## src/rtl/wrr_arbiter.sv

```systemverilog
`default_nettype none
// ============================================================================
// Module      : wrr_arbiter
// Description : Weighted round-robin arbiter with registered grant outputs.
//               A grant is held under a valid/ack handshake. Each requester
//               may keep the grant for up to its weight of consecutive
//               accepted transfers before priority rotates past it.
// Revision    : 1.0 - initial release
// ============================================================================
module wrr_arbiter #(
    parameter int N  = 4,
    parameter int WW = 4,
    parameter int IW = ($clog2(N) > 1) ? $clog2(N) : 1
) (
    input  logic            clk,
    input  logic            rstn,
    input  logic [N-1:0]    req,
    input  logic [N*WW-1:0] weight,
    input  logic            ack,
    output logic [N-1:0]    grant,
    output logic            grant_valid,
    output logic [IW-1:0]   grant_idx
);

    localparam logic [IW-1:0] c_LAST_IDX = IW'(N - 1);
    localparam logic [N-1:0]  c_ONE      = N'(1);

    typedef enum logic [0:0] {
        ST_IDLE  = 1'b0,
        ST_GRANT = 1'b1
    } state_t;

    state_t          r_state;
    state_t          w_state_nxt;
    logic [N-1:0]    r_grant;
    logic [N-1:0]    w_grant_nxt;
    logic            r_valid;
    logic            w_valid_nxt;
    logic [IW-1:0]   r_idx;
    logic [IW-1:0]   w_idx_nxt;
    logic [IW-1:0]   r_ptr;
    logic [IW-1:0]   w_ptr_nxt;
    logic [WW-1:0]   r_cnt;
    logic [WW-1:0]   w_cnt_nxt;

    logic [WW-1:0]   w_weight_arr [N];
    logic [WW-1:0]   w_wt_raw;
    logic [WW-1:0]   w_wt_eff;
    logic            w_more;
    logic            w_cur_req;
    logic [IW-1:0]   w_rot_ptr;
    logic [IW-1:0]   w_pick_base;
    logic [IW:0]     w_pick;
    logic            w_rearb;

    // Rotating first-set search: walks base, base+1, ..., N-1, 0, ..., base-1.
    // Iterating from the far end and overwriting leaves the nearest hit.
    function automatic logic [IW:0] f_pick(input logic [N-1:0] v,
                                           input logic [IW-1:0] base);
        logic [IW:0] res;
        int          pos;
        res = '0;
        for (int k = N - 1; k >= 0; k--) begin
            pos = int'(base) + k;
            if (pos >= N) begin
                pos = pos - N;
            end
            if (v[pos[IW-1:0]]) begin
                res = {1'b1, pos[IW-1:0]};
            end
        end
        return res;
    endfunction

    // Split the flat weight bus into one field per requester.
    for (genvar gi = 0; gi < N; gi++) begin : g_weight
        assign w_weight_arr[gi] = weight[gi*WW +: WW];
    end

    // A weight of zero behaves as one so every grant allows at least one transfer.
    assign w_wt_raw  = w_weight_arr[r_idx];
    assign w_wt_eff  = (w_wt_raw == '0) ? WW'(1) : w_wt_raw;
    // cnt+1 < w rewritten as cnt < w-1 to stay within WW bits.
    assign w_more    = (r_cnt < (w_wt_eff - WW'(1)));
    assign w_cur_req = req[r_idx];
    assign w_rot_ptr = (r_idx == c_LAST_IDX) ? '0 : (r_idx + IW'(1));

    // While granting, re-arbitration starts just past the current holder.
    assign w_pick_base = (r_state == ST_GRANT) ? w_rot_ptr : r_ptr;
    assign w_pick      = f_pick(req, w_pick_base);

    // State register and registered outputs; reset aborts any grant at once.
    always_ff @(posedge clk or negedge rstn) begin
        if (!rstn) begin
            r_state <= ST_IDLE;
            r_grant <= '0;
            r_valid <= 1'b0;
            r_idx   <= '0;
            r_ptr   <= '0;
            r_cnt   <= '0;
        end else begin
            r_state <= w_state_nxt;
            r_grant <= w_grant_nxt;
            r_valid <= w_valid_nxt;
            r_idx   <= w_idx_nxt;
            r_ptr   <= w_ptr_nxt;
            r_cnt   <= w_cnt_nxt;
        end
    end

    // Next-state: extend a burst, close it and re-arbitrate, or hold.
    always_comb begin
        w_state_nxt = r_state;
        w_grant_nxt = r_grant;
        w_valid_nxt = r_valid;
        w_idx_nxt   = r_idx;
        w_ptr_nxt   = r_ptr;
        w_cnt_nxt   = r_cnt;
        w_rearb     = 1'b0;

        case (r_state)
            ST_IDLE: begin
                if (|req) begin
                    w_rearb = 1'b1;
                end
            end
            ST_GRANT: begin
                if (ack && w_cur_req && w_more) begin
                    w_cnt_nxt = r_cnt + WW'(1);
                end else if (ack || !w_cur_req) begin
                    // Burst complete or request withdrawn: rotate past holder.
                    w_ptr_nxt = w_rot_ptr;
                    w_cnt_nxt = '0;
                    w_rearb   = 1'b1;
                end
            end
            default: begin
                w_state_nxt = ST_IDLE;
            end
        endcase

        if (w_rearb) begin
            if (w_pick[IW]) begin
                w_state_nxt = ST_GRANT;
                w_valid_nxt = 1'b1;
                w_idx_nxt   = w_pick[IW-1:0];
                w_grant_nxt = c_ONE << w_pick[IW-1:0];
                w_cnt_nxt   = '0;
            end else begin
                w_state_nxt = ST_IDLE;
                w_valid_nxt = 1'b0;
                w_idx_nxt   = '0;
                w_grant_nxt = '0;
            end
        end
    end

    assign grant       = r_grant;
    assign grant_valid = r_valid;
    assign grant_idx   = r_idx;

endmodule
`default_nettype wire

```

## config.mk

```make
export PLATFORM = sky130hd
export DESIGN_NAME = wrr_arbiter
export DESIGN_NICKNAME = d
export VERILOG_FILES = /design/src/rtl/wrr_arbiter.sv
export SDC_FILE = /design/constraint.sdc
export NUM_CORES = 1
export LEC_CHECK = 0
export CORE_MARGIN = 5
export CORE_UTILIZATION = 52
export CTS_CLUSTER_DIAMETER = 120
export DETAILED_ROUTE_END_ITERATION = 12
export PLACE_DENSITY = 0.84
export SKIP_LAST_GASP = 1
export SYNTH_ARGS = -nofsm -noshare
export SYNTH_HDL_FRONTEND = slang
export SYNTH_SLANG_ARGS = --single-unit
```

## constraint.sdc

```tcl
create_clock -name clk -period 10 [get_ports clk]
set_input_delay 2.5 -clock clk [delete_from_list [all_inputs] [get_ports clk]]
set_output_delay 2.5 -clock clk [all_outputs]
set_load 0.01 [all_outputs]
```

* Word level (Yosys, flattened, before mapping)
Index checks and enable logic that the tools add are counted.
** Storage, ports and cells
- Word-level logic and storage cells :: 74
- Register bits :: 13
** Cells by class
- Reduce and logical (&&, ||, !) cells :: 7
- Shifts and indexed selects :: 1
- Add/sub/neg operators :: 10
- Multiplexer cells :: 36
- Magnitude comparators :: 11
- Eq/ne operators :: 1
- Bitwise gates (word level) :: 3
** Operators by type and width (number)
- 4-bit two-way mux :: 9
- 2-bit by 3-bit less-than comparator with 1-bit output, second input constant :: 5
- 2-bit two-way mux :: 7
- 3-bit greater-or-equal comparator, second input constant :: 4
- 3-bit two-way mux :: 4
- 1-bit binary-select mux with 2-bit select :: 5
- 1-bit two-way mux :: 9
- 4-bit binary-select mux with 2-bit select :: 1
- 2-bit by 1-bit subtractor with 2-bit output, second input constant :: 4
- 2-bit by 2-bit adder with 3-bit output, second input constant :: 2
- 4-bit by 1-bit adder with 4-bit output, second input constant :: 1
- 4-bit logical NOT :: 1
- 4-bit less-than comparator :: 1
- 4-bit OR reduction :: 1
- 1-bit by 2-bit left shift with 4-bit output, first input constant :: 1
- 4-bit by 1-bit subtractor with 4-bit output, second input constant :: 1
- 2-bit by 1-bit adder with 3-bit output, second input constant :: 1
- 2-bit by 3-bit greater-or-equal comparator with 1-bit output, second input constant :: 1
- 2-bit inverter with 3-bit output :: 1
- 3-bit AND reduction :: 1
- 2-bit by 1-bit adder with 2-bit output, second input constant :: 1
- 2-bit == test, second input constant :: 1
- 1-bit logical AND :: 2
- 1-bit inverter :: 2
- 3 further kinds :: 3

* Logic depth before layout (Yosys ltp)
Gate-level depths: netlist (run 1).
- Depth in word-level cells :: 14
- Gate-level depth with buffers :: 13
- Depth with buffers taken out :: 12

* Least setup slack after synthesis (run 1)
Ideal clock, no wire load.
- Kind :: input-to-reg
- From :: input port weight[5]
- To :: register r_idx[0], in the netlist grant_idx[0]
- Required time :: 9875 ps
- Data arrival time :: 5173 ps
- Setup slack :: 4702 ps
- Cell stages on the path :: 9
- Library setup time :: 125 ps
- Path through :: mux4_1 nor3_1 nor2_1 ha_1 ha_1 or4_4 a211oi_4 o22ai_4 mux2_4
** On the way
- Cells in the longest elaborated chain, start to end :: 10
** RTL lines
- from (decl) :: line 18 : input logic [N*WW-1:0] weight,
- 4-bit binary-select mux with 2-bit select * :: line 81 : assign w_wt_raw = w_weight_arr[r_idx];
- 4-bit two-way mux (not written as such) * (2 in a row) :: line 81
- 4-bit logical NOT :: line 82 : assign w_wt_eff = (w_wt_raw == '0) ? WW'(1) : w_wt_raw;
- 4-bit two-way mux * :: line 82
- 4-bit by 1-bit subtractor with 4-bit output * :: line 84 : assign w_more = (r_cnt < (w_wt_eff - WW'(1)));
- 4-bit less-than comparator * :: line 84
- 1-bit logical AND * :: line 128 : if (ack && w_cur_req && w_more) begin
- 1-bit two-way mux * :: line 128
- 1-bit one-hot mux with 2 select lines * :: line 121 : case (r_state)
- to (signal assigned) :: line 105 : r_idx <= w_idx_nxt;
- to (decl) :: line 39 : logic [IW-1:0] r_idx;
Every way passes the cells marked *; elsewhere a longest branch is shown, timed or not. The select of a mux whose other input is x is not followed.
A chain may end at the register's enable or synchronous reset.

* Worst setup path after layout (run 1)
Ends and elaborated chain as after synthesis.

==> results of run 1 <==
## worst max path at each step
stage,start,end,slack [ns]
6_report,weight[5],grant_idx[0],4.45
2_1_floorplan,weight[5],grant_idx[0],4.70
3_3_place_gp,weight[5],grant_idx[1],4.20
5_1_grt,weight[9],grant_idx[1],4.27
3_5_place_dp,weight[5],grant_idx[0],4.15
4_1_cts,weight[5],grant_idx[0],4.46
## where the power goes
part | leakage [nW] | switching [W] | internal, W
Sequential | 0.164 | 0.0000277 | 0.0000707
Clock | 0.0150 | 0.0000192 | 0.0000155
Combinational | 0.446 | 0.000128 | 0.000128
## state kept, by name, indices dropped and copies added (netlist names)
signal	flops
r_cnt	4
grant_valid	1
r_ptr	2
grant	4
grant_idx	2
## per-stage QoR
| stage | area [µm²] | hold slack, ns | setup WS [ns] | utilization | power (W) |
|---|---|---|---|---|---|
| finish | 1470 | 0.519 | 4.45 | 0.679 | 0.000390 |
| global route | 1470 | 0.543 | 4.27 | 0.679 | 0.000425 |
| CTS | 1470 | 0.521 | 4.46 | 0.679 | 0.000391 |
| detailed placement | 1450 | 0.502 | 4.15 | 0.667 | 0.000355 |
| global placement | 1450 | 0.495 | 4.20 | 0.667 | 0.000344 |
| floorplan | 1160 | 0.473 | 4.70 | - | 0.000292 |
## synth_stat cells, types with 3 or more instances
cell type  number  share of area
a21oi_1         6          0.026
clkbuf_1        4          0.013
dfrtp_1        13           0.28
ha_1            6          0.065
inv_1           7          0.023
mux2_4          3          0.039
mux2i_1         6          0.052
nand2_1        10          0.032
nand3_1         4          0.017
nor2_1         10          0.032
o211ai_1        6          0.039
o21ai_0         6          0.026
## layer usage
| metal | vias to the layer above | global-route usage | wire length (µm) |
|---|---|---|---|
| met3 | 4 | 0.0385 | 86 |
| li1 | 498 | - | - |
| met5 | - | 0 | 0 |
| met1 | 485 | 0.215 | 1140 |
| met4 | 0 | 0.0464 | 21 |
| met2 | 19 | 0.330 | 1530 |
## worst reg2reg max path: stages (launching register included)
cell and delay [ns]:
dfrtp_1 0.66, mux4_1 0.73, nor3_1 0.21, nor2_1 0.06, ha_1 0.27, ha_1 0.21
or4_4 0.53, a211oi_4 0.42, o22ai_4 0.20, mux2_4 0.33
## cell type report
class                   count  area (µm²)  share of cell area
flip-flops and latches     13         325               0.221
inverters                   7        26.3              0.0178
repair buffers             29         290               0.197
clock buffers               4        26.3              0.0178
multi-input cells          91         771               0.523
well taps                  28        35.0              0.0238
## kinds of logic (layout without fill, tap and decap cells)
| kind of cell | after synthesis | count (layout) | synth area share |
|---|---|---|---|
| muxes | 15 | 15 | 0.195 |
| DFF | 13 | 13 | 0.281 |
| buffers and inverters | 14 | 40 | 0.0530 |
| xor gates and xnor gates | 3 | 3 | 0.0227 |
| adders and majority gates | 6 | 6 | 0.0649 |
| AOI/OAI and AO/OA | 32 | 32 | 0.208 |
| and+or+nand+nor | 35 | 35 | 0.176 |
==> impl_metrics.py, run 1 <==
metrics = {
    "timing": {
        "slew_headroom": 0.587,
        "grt_setup_unrepaired": "no",
        "fin_tns_setup_ns": 0,
        "max_clock_freq_mhz": 180,
        "min_period_ns": 5.55,
        "hold_viol_final": 0,
        "timing.final.crit_share": 0.555,
        "tightest_slew_ns": 0.602,
        "fin_skew_ns": 0.00103,
        "finalMaxSlewViolations": 0,
        "setup_viol": 0,
    },
    "placed_design": {
        "routabilityCongestion": 0.853,
        "dp_hpwl_um": 2190,
        "io_buffer_count": 29,
        "numPlacedInstances": 168,
    },
    "worst_setup_path": {
        "cp_cell_sequence": "clkdlybuf4s50_1 > mux4_1 > nor3_1 > nor2_1 > ha_1 > ha_1 > or4_4 > a211oi_4 > o22ai_4 > mux2_4",
        "required_ns": 10.18,
        "crit_family": "multiplexers",
        "critPathCaptureType": "flip-flop",
        "reg2regPathDepth": 9,
        "rrSetupSlack_ns": 6.27,
        "path_common_cell": "ha_1",
        "timing.rr.end": "grant_idx[0]",
        "worst-path-buf-inv": 1,
        "cp_num_cells": 10,
        "start_kind": "input pin",
        "cp_slowest_stage_delay_ns": 0.60,
        "path_class": "input pin to flip-flop",
        "cpMaxStageDelayCell": "mux4_1",
        "cp_max_fo": 8,
        "cp.arrival_ns": 5.73,
        "reg2reg_from": "grant_idx[0]",
    },
    "clocking": {
        "cts-buffers-inserted": 3,
        "cts_hold_buf": 0,
        "clockRootBuffer": "clkbuf_4",
        "clkTransAtPathRegs_ns": 0.08,
        "cts_tree": "done",
        "cts.sinks": 13,
        "post_cts_buffers": 0,
        "clock_latency_ns": 0.28,
        "cts_resized": 0,
        "ctsLongestPathBuffers": 2,
        "htree_levels": 1,
    },
    "floorplan": {
        "core-area_um2": 2170,
        "dieHeight_um": 57.2,
        "start_util": 0.533,
        "rows": 17,
        "die_w_um": 57.2,
        "io_pins": 30,
        "dieArea_um2": 3270,
    },
    "grt": {
        "grt_max_degree": 15,
        "grt_pass1_wl_um": 4770,
        "antenna_found_initial": 0,
        "grt_pass1_vias": 1028,
        "grt.total_usage": 0.181,
        "overflow": 0,
    },
    "run_status": {
        "status": "finished clean",
    },
    "hold_path": {
        "hp-class": "flip-flop to flip-flop",
        "holdPathEnd": "r_ptr[1]",
        "worstHoldStart": "r_ptr[1]",
        "hold_depth": 1,
    },
    "power": {
        "p_leak_nw": 0.625,
        "power_density_nw_per_um2": 264,
        "irDropWorstVdd_uv": 168,
    },
    "routing": {
        "dr_total_vias": 1006,
        "antenna_left": 0,
        "wl_per_cell_um": 16.1,
        "avgViaCountPerCell": 5.85,
        "drtIter0Drc": 22,
        "drc": 0,
        "routed_wl_um": 2780,
        "first_pass_iters": 4,
    },
    "logic_synthesis": {
        "synth_edf_count": 0,
        "synthArstFlopShare": 1.00,
        "synthFlopType": "dfrtp_1",
        "synth_warnings": 0,
        "synthesis.area_um2": 1160,
        "syn_nets": 147,
        "synth_cell_types": 42,
        "synth_seq_cells": 13,
        "ys_seq_area_frac": 0.281,
        "synth_cells": 118,
        "syn_area_per_cell_um2": 9.81,
    },
    "finish": {
        "fin_cells": 172,
        "fillers": 195,
        "drive_gt1_frac": 0.118,
        "antenna-diode-count": 0,
        "syn_to_final_growth_pct": 27.4,
        "mostFrequentLayoutCells": "29 x clkdlybuf4s50_1, 13 x dfrtp_1, 10 x nor2_1, 10 x nand2_1, 7 x inv_1",
        "final_common_cell": "clkdlybuf4s50_1",
        "fin_nets": 174,
    },
    "job": {
        "maxCapViolations": 0,
    },
}
Power figures use the tool's default switching activity.
==> run 2: changes to the inputs <==
--- a/config.mk
+++ b/config.mk
@@ -6,10 +6,10 @@
 export NUM_CORES = 1
 export LEC_CHECK = 0
 export CORE_MARGIN = 5
-export CORE_UTILIZATION = 52
+export CORE_UTILIZATION = 48
 export CTS_CLUSTER_DIAMETER = 120
 export DETAILED_ROUTE_END_ITERATION = 12
-export PLACE_DENSITY = 0.84
+export PLACE_DENSITY = 0.79
 export SKIP_LAST_GASP = 1
 export SYNTH_ARGS = -nofsm -noshare
 export SYNTH_HDL_FRONTEND = slang
==> constraint.sdc (replaced) <==
create_clock -name clk -period 5.5 [get_ports clk]
set_input_delay 1.375 -clock clk [delete_from_list [all_inputs] [get_ports clk]]
set_output_delay 1.375 -clock clk [all_outputs]
set_load 0.01 [all_outputs]
==> run 2 against run 1 <==
  * First-iteration DRC count up 9.1%
  * Global-route usage is 0.92 points lower
  * Via count grew 1.2%
  * Sequential share of layout area about the same
  * Critical endpoint unchanged
==> impl_metrics.py, run 2 (synthesis gave the netlist of run 1 again) <==
metrics = {
    "clocking": {
        "ctsLongestPathBuffers": 2,
        "post_cts_buffers": 0,
        "clkTransAtPathRegs_ns": 0.09,
        "htree_levels": 1,
        "cts-buffers-inserted": 3,
        "cts_resized": 0,
        "cts_tree": "done",
        "cts_hold_buf": 0,
        "clock_latency_ns": 0.28,
        "clockRootBuffer": "clkbuf_4",
        "cts.sinks": 13,
    },
    "worst_setup_path": {
        "critPathCaptureType": "flip-flop",
        "timing.rr.end": "grant_idx[0]",
        "required_ns": 5.67,
        "reg2regPathDepth": 9,
        "rrSetupSlack_ns": 1.74,
        "start_kind": "input pin",
        "path_class": "input pin to flip-flop",
        "cp.arrival_ns": 4.65,
        "cp_max_fo": 8,
        "reg2reg_from": "grant_idx[0]",
    },
    "power": {
        "p_leak_nw": 0.628,
        "power_density_nw_per_um2": 483,
        "irDropWorstVdd_uv": 276,
    },
    "finish": {
        "fillers": 206,
        "final_common_cell": "clkdlybuf4s50_1",
        "fin_nets": 174,
        "final-seq-area_um2": 325,
        "mostFrequentLayoutCells": "29 x clkdlybuf4s50_1, 13 x dfrtp_1, 10 x nor2_1, 10 x nand2_1, 7 x inv_1",
        "multi_input_area_um2": 771,
        "fin_cells": 172,
        "syn_to_final_growth_pct": 27.5,
        "drive_gt1_frac": 0.125,
        "antenna-diode-count": 0,
    },
    "grt": {
        "grt_pass1_vias": 1065,
        "overflow": 0,
        "antenna_found_initial": 0,
        "grt.total_usage": 0.172,
        "grt_pass1_wl_um": 4700,
        "grt_max_degree": 15,
    },
    "floorplan": {
        "dieHeight_um": 59.1,
        "dieArea_um2": 3490,
        "rows": 17,
        "start_util": 0.513,
        "die_w_um": 59.1,
        "core-area_um2": 2250,
        "io_pins": 30,
    },
    "routing": {
        "avgViaCountPerCell": 5.92,
        "antenna_left": 0,
        "drc": 0,
        "first_pass_iters": 4,
        "routed_wl_um": 2730,
        "wl_per_cell_um": 15.8,
        "dr_total_vias": 1018,
        "drtIter0Drc": 24,
    },
    "job": {
        "maxCapViolations": 0,
    },
    "hold_path": {
        "holdPathEnd": "r_ptr[1]",
        "hold_depth": 1,
        "worstHoldStart": "r_ptr[1]",
        "hp-class": "flip-flop to flip-flop",
    },
    "placed_design": {
        "dp_hpwl_um": 2150,
        "io_buffer_count": 29,
        "numPlacedInstances": 168,
        "routabilityCongestion": 0.851,
    },
    "timing": {
        "fin_skew_ns": 0.00296,
        "hold_viol_final": 0,
        "timing.final.crit_share": 0.815,
        "slew_headroom": 0.611,
        "grt_setup_unrepaired": "no",
        "max_clock_freq_mhz": 223,
        "fin_tns_setup_ns": 0,
        "finalMaxSlewViolations": 0,
        "min_period_ns": 4.48,
        "tightest_slew_ns": 0.568,
        "setup_viol": 0,
    },
    "run_status": {
        "status": "finished clean",
    },
}
==> run 2: changes by cell type in the layout (fill, tap and decap cells not counted), sizes merged <==
cell    change
clkbuf      -1
clkinv      +1
==> run 2: how the worst max path moves through the flow <==
stage / startpoint / endpoint
after floorplan: weight[5] / grant_idx[0]
after global placement: weight[5] / grant_idx[1]
after detailed placement: weight[5] / grant_idx[0]
after CTS: weight[5] / grant_idx[0]
after global routing: weight[5] / grant_idx[0]
final: weight[5] / grant_idx[0]
==> run 2: stage by stage <==
step,util,total power [W],setup WS [ns],hold WS [ns],instance area [µm²]
floorplan,-,0.000530,1.33,0.473,1160
detailed placement,0.642,0.000651,0.699,0.507,1450
finish,0.654,0.000712,1.02,0.532,1480
CTS,0.654,0.000716,1.01,0.531,1480
global placement,0.642,0.000630,0.823,0.498,1450
global route,0.654,0.000778,0.871,0.551,1480
==> run 2: worst max-delay path, stage by stage <==
cell	delay (ns)
clkdlybuf4s50_1	0.39
mux4_1	0.59
nor3_1	0.24
nor2_1	0.07
ha_1	0.27
ha_1	0.21
or4_4	0.53
a211oi_4	0.43
o22ai_4	0.21
mux2_4	0.33
==> run 2: cell type report <==
| cell class | count | area share |
|---|---|---|
| repair buffers | 29 | 0.197 |
| clock buffers | 3 | 0.0153 |
| well taps | 28 | 0.0237 |
| clock inverters | 1 | 0.00339 |
| flip-flops and latches | 13 | 0.221 |
| multi-input cells | 91 | 0.522 |
| inverters | 7 | 0.0178 |
==> run 2: per-layer routing <==
| metal | wire (µm) | vias to the layer above | part of all wire | track usage |
|---|---|---|---|---|
| li1 | - | 496 | - | - |
| met1 | 1130 | 494 | 0.42 | 0.194 |
| met2 | 1490 | 24 | 0.55 | 0.312 |
| met3 | 82 | 4 | 0.030 | 0.0349 |
| met4 | 23 | 0 | 0.0084 | 0.0680 |
| met5 | 0 | - | 0 | 0 |
==> run 2: report_power, final <==
group	total (W)	leakage (nW)	switching, W	internal [W]
sequential	0.000178	0.164	0.0000496	0.000129
combinational	0.000473	0.446	0.000239	0.000234
clock	0.0000605	0.0177	0.0000336	0.0000270
==> run 3: changes to the inputs <==
==> constraint.sdc (replaced) <==
create_clock -name clk -period 4.51 [get_ports clk]
set_input_delay 1.1275 -clock clk [delete_from_list [all_inputs] [get_ports clk]]
set_output_delay 1.1275 -clock clk [all_outputs]
set_load 0.01 [all_outputs]
==> run 3 against run 2 <==
  * Die area unchanged
  * Sequential power is 21% higher
  * Utilization rose by 0.67 points
  * Clock power up 25%
  * Count of clock-buffer cells in the layout unchanged
  * Setup slack worse by 0.51 ns
  * Flip-flop and latch count unchanged
  * First-iteration DRC count down 50%
  * Combinational power increased by 23%
  * Critical endpoint unchanged
  * Largest power group unchanged
  * Highest routed layer unchanged
==> impl_metrics.py, run 3 (synthesis gave the netlist of run 1 again) <==
metrics = {
    "run_status": {
        "status": "finished clean",
    },
    "timing": {
        "finalMaxSlewViolations": 0,
        "setup_viol": 0,
        "hold_viol_final": 0,
        "fin_tns_setup_ns": 0,
        "layout_setup_ws_ns": 0.506,
        "slew_headroom": 0.592,
        "max_clock_freq_mhz": 250,
        "timing.final.crit_share": 0.888,
        "grt_setup_unrepaired": "no",
        "min_period_ns": 4.00,
        "tightest_slew_ns": 0.595,
        "fin_skew_ns": 0.00258,
    },
    "worst_setup_path": {
        "reg2reg_from": "grant_idx[0]",
        "path_common_cell": "ha_1",
        "worst-path-buf-inv": 1,
        "required_ns": 4.68,
        "cp_slowest_stage_delay_ns": 0.53,
        "cp_cell_sequence": "clkdlybuf4s50_1 > mux4_2 > nor3_1 > nor2_1 > ha_1 > ha_1 > or4_4 > a211oi_4 > o22ai_4 > mux2_4",
        "crit_family": "multiplexers",
        "cp_max_fo": 6,
        "rrSetupSlack_ns": 1.03,
        "path_class": "input pin to flip-flop",
        "reg2regPathDepth": 9,
        "timing.rr.end": "grant_idx[0]",
        "cp.arrival_ns": 4.18,
        "cpMaxStageDelayCell": "or4_4",
        "start_kind": "input pin",
        "critPathCaptureType": "flip-flop",
    },
    "grt": {
        "grt_pass1_wl_um": 4490,
        "grt_pass1_vias": 1015,
        "overflow": 0,
        "antenna_found_initial": 0,
        "grt.total_usage": 0.166,
        "grt_max_degree": 15,
    },
    "power": {
        "power_density_nw_per_um2": 586,
        "p_leak_nw": 0.637,
        "irDropWorstVdd_uv": 389,
        "combPwrFrac": 0.666,
        "swShare": 0.444,
        "p_int_w": 0.000485,
        "p_clk_frac": 0.087,
        "switchingPower_w": 0.000388,
        "power.share.sequential": 0.247,
    },
    "clocking": {
        "cts_hold_buf": 0,
        "clkTransAtPathRegs_ns": 0.09,
        "ctsLongestPathBuffers": 2,
        "clock_latency_ns": 0.28,
        "cts_resized": 0,
        "htree_levels": 1,
        "post_cts_buffers": 0,
        "clockRootBuffer": "clkbuf_4",
        "cts.sinks": 13,
        "cts-buffers-inserted": 3,
        "cts_tree": "done",
    },
    "placed_design": {
        "routabilityCongestion": 0.856,
        "place_area_um2": 1460,
        "post-place-ws_ns": 0.201,
        "dp_hpwl_um": 2090,
        "io_buffer_count": 29,
        "numPlacedInstances": 170,
    },
    "finish": {
        "fin_nets": 176,
        "fillers": 206,
        "antenna-diode-count": 0,
        "drive_gt1_frac": 0.137,
        "final_common_cell": "clkdlybuf4s50_1",
        "fin_area_um2": 1490,
        "mostFrequentLayoutCells": "29 x clkdlybuf4s50_1, 13 x dfrtp_1, 10 x nor2_1, 10 x nand2_1, 7 x inv_1",
        "syn_to_final_growth_pct": 28.8,
        "fin_cells": 174,
    },
    "hold_path": {
        "worstHoldStart": "r_ptr[1]",
        "hold_depth": 1,
        "holdPathEnd": "r_ptr[1]",
        "hp-class": "flip-flop to flip-flop",
    },
    "floorplan": {
        "die_w_um": 59.1,
        "io_pins": 30,
        "dieArea_um2": 3490,
        "dieHeight_um": 59.1,
        "rows": 17,
        "core-area_um2": 2250,
        "start_util": 0.513,
    },
    "routing": {
        "m1WireLength_um": 1130,
        "dr_total_vias": 1039,
        "antenna_left": 0,
        "wl_met3_um": 111,
        "drtIter0Drc": 12,
        "first_pass_iters": 4,
        "route.met2.wl_um": 1390,
        "top_layer": "met4",
        "wl_per_cell_um": 15.4,
        "routed_wl_um": 2690,
        "avgViaCountPerCell": 5.97,
        "drc": 0,
    },
    "job": {
        "maxCapViolations": 0,
    },
}
## run 3: cell types whose count changed in the layout (fill, tap and decap cells not counted), sizes merged
cell / previous run / this run
buf: 0 / 2
## run 3: layout make-up
class	instances	area [µm²]	share of cell area
multi-input cells	91	771	0.517
clock buffers	3	22.5	0.0151
clock inverters	1	5.00	0.00336
well taps	28	35.0	0.0235
repair buffers	31	305	0.205
inverters	7	26.3	0.0176
flip-flops and latches	13	325	0.218
## run 3: worst max-delay path by stage
stage | slack (ns) | end | cells after the start | start
2_1_floorplan | 0.58 | grant_idx[0] | 9 | weight[5]
3_3_place_gp | 0.29 | grant_idx[1] | 10 | weight[15]
3_5_place_dp | 0.20 | grant_idx[0] | 10 | weight[3]
4_1_cts | 0.50 | grant_idx[0] | 10 | weight[3]
5_1_grt | 0.38 | grant_idx[0] | 10 | weight[3]
6_report | 0.51 | grant_idx[0] | 10 | weight[3]
## run 3: power groups by stage
stage | combinational (W) | clock, W | sequential [W]
2_1_floorplan | 0.000449 | 0 | 0.000197
6_report | 0.000581 | 0.0000756 | 0.000216
3_3_place_gp | 0.000563 | 0 | 0.000217
3_5_place_dp | 0.000581 | 0 | 0.000218
4_1_cts | 0.000587 | 0.0000763 | 0.000217
5_1_grt | 0.000646 | 0.0000800 | 0.000225
## run 3: per-stage QoR
step                utilization  total power [W]  hold slack, ns
floorplan                     -         0.000646           0.473
global placement          0.649         0.000781           0.498
detailed placement        0.649         0.000798           0.498
CTS                       0.661         0.000880           0.530
global route              0.661         0.000950           0.553
finish                    0.661         0.000873           0.530
## run 3: per-layer routing
metal / GRT usage / vias to the layer above
met4: 0.0712 / 0
met2: 0.298 / 28
met3: 0.0283 / 6
met5: 0 / -
li1: - / 502
met1: 0.193 / 503
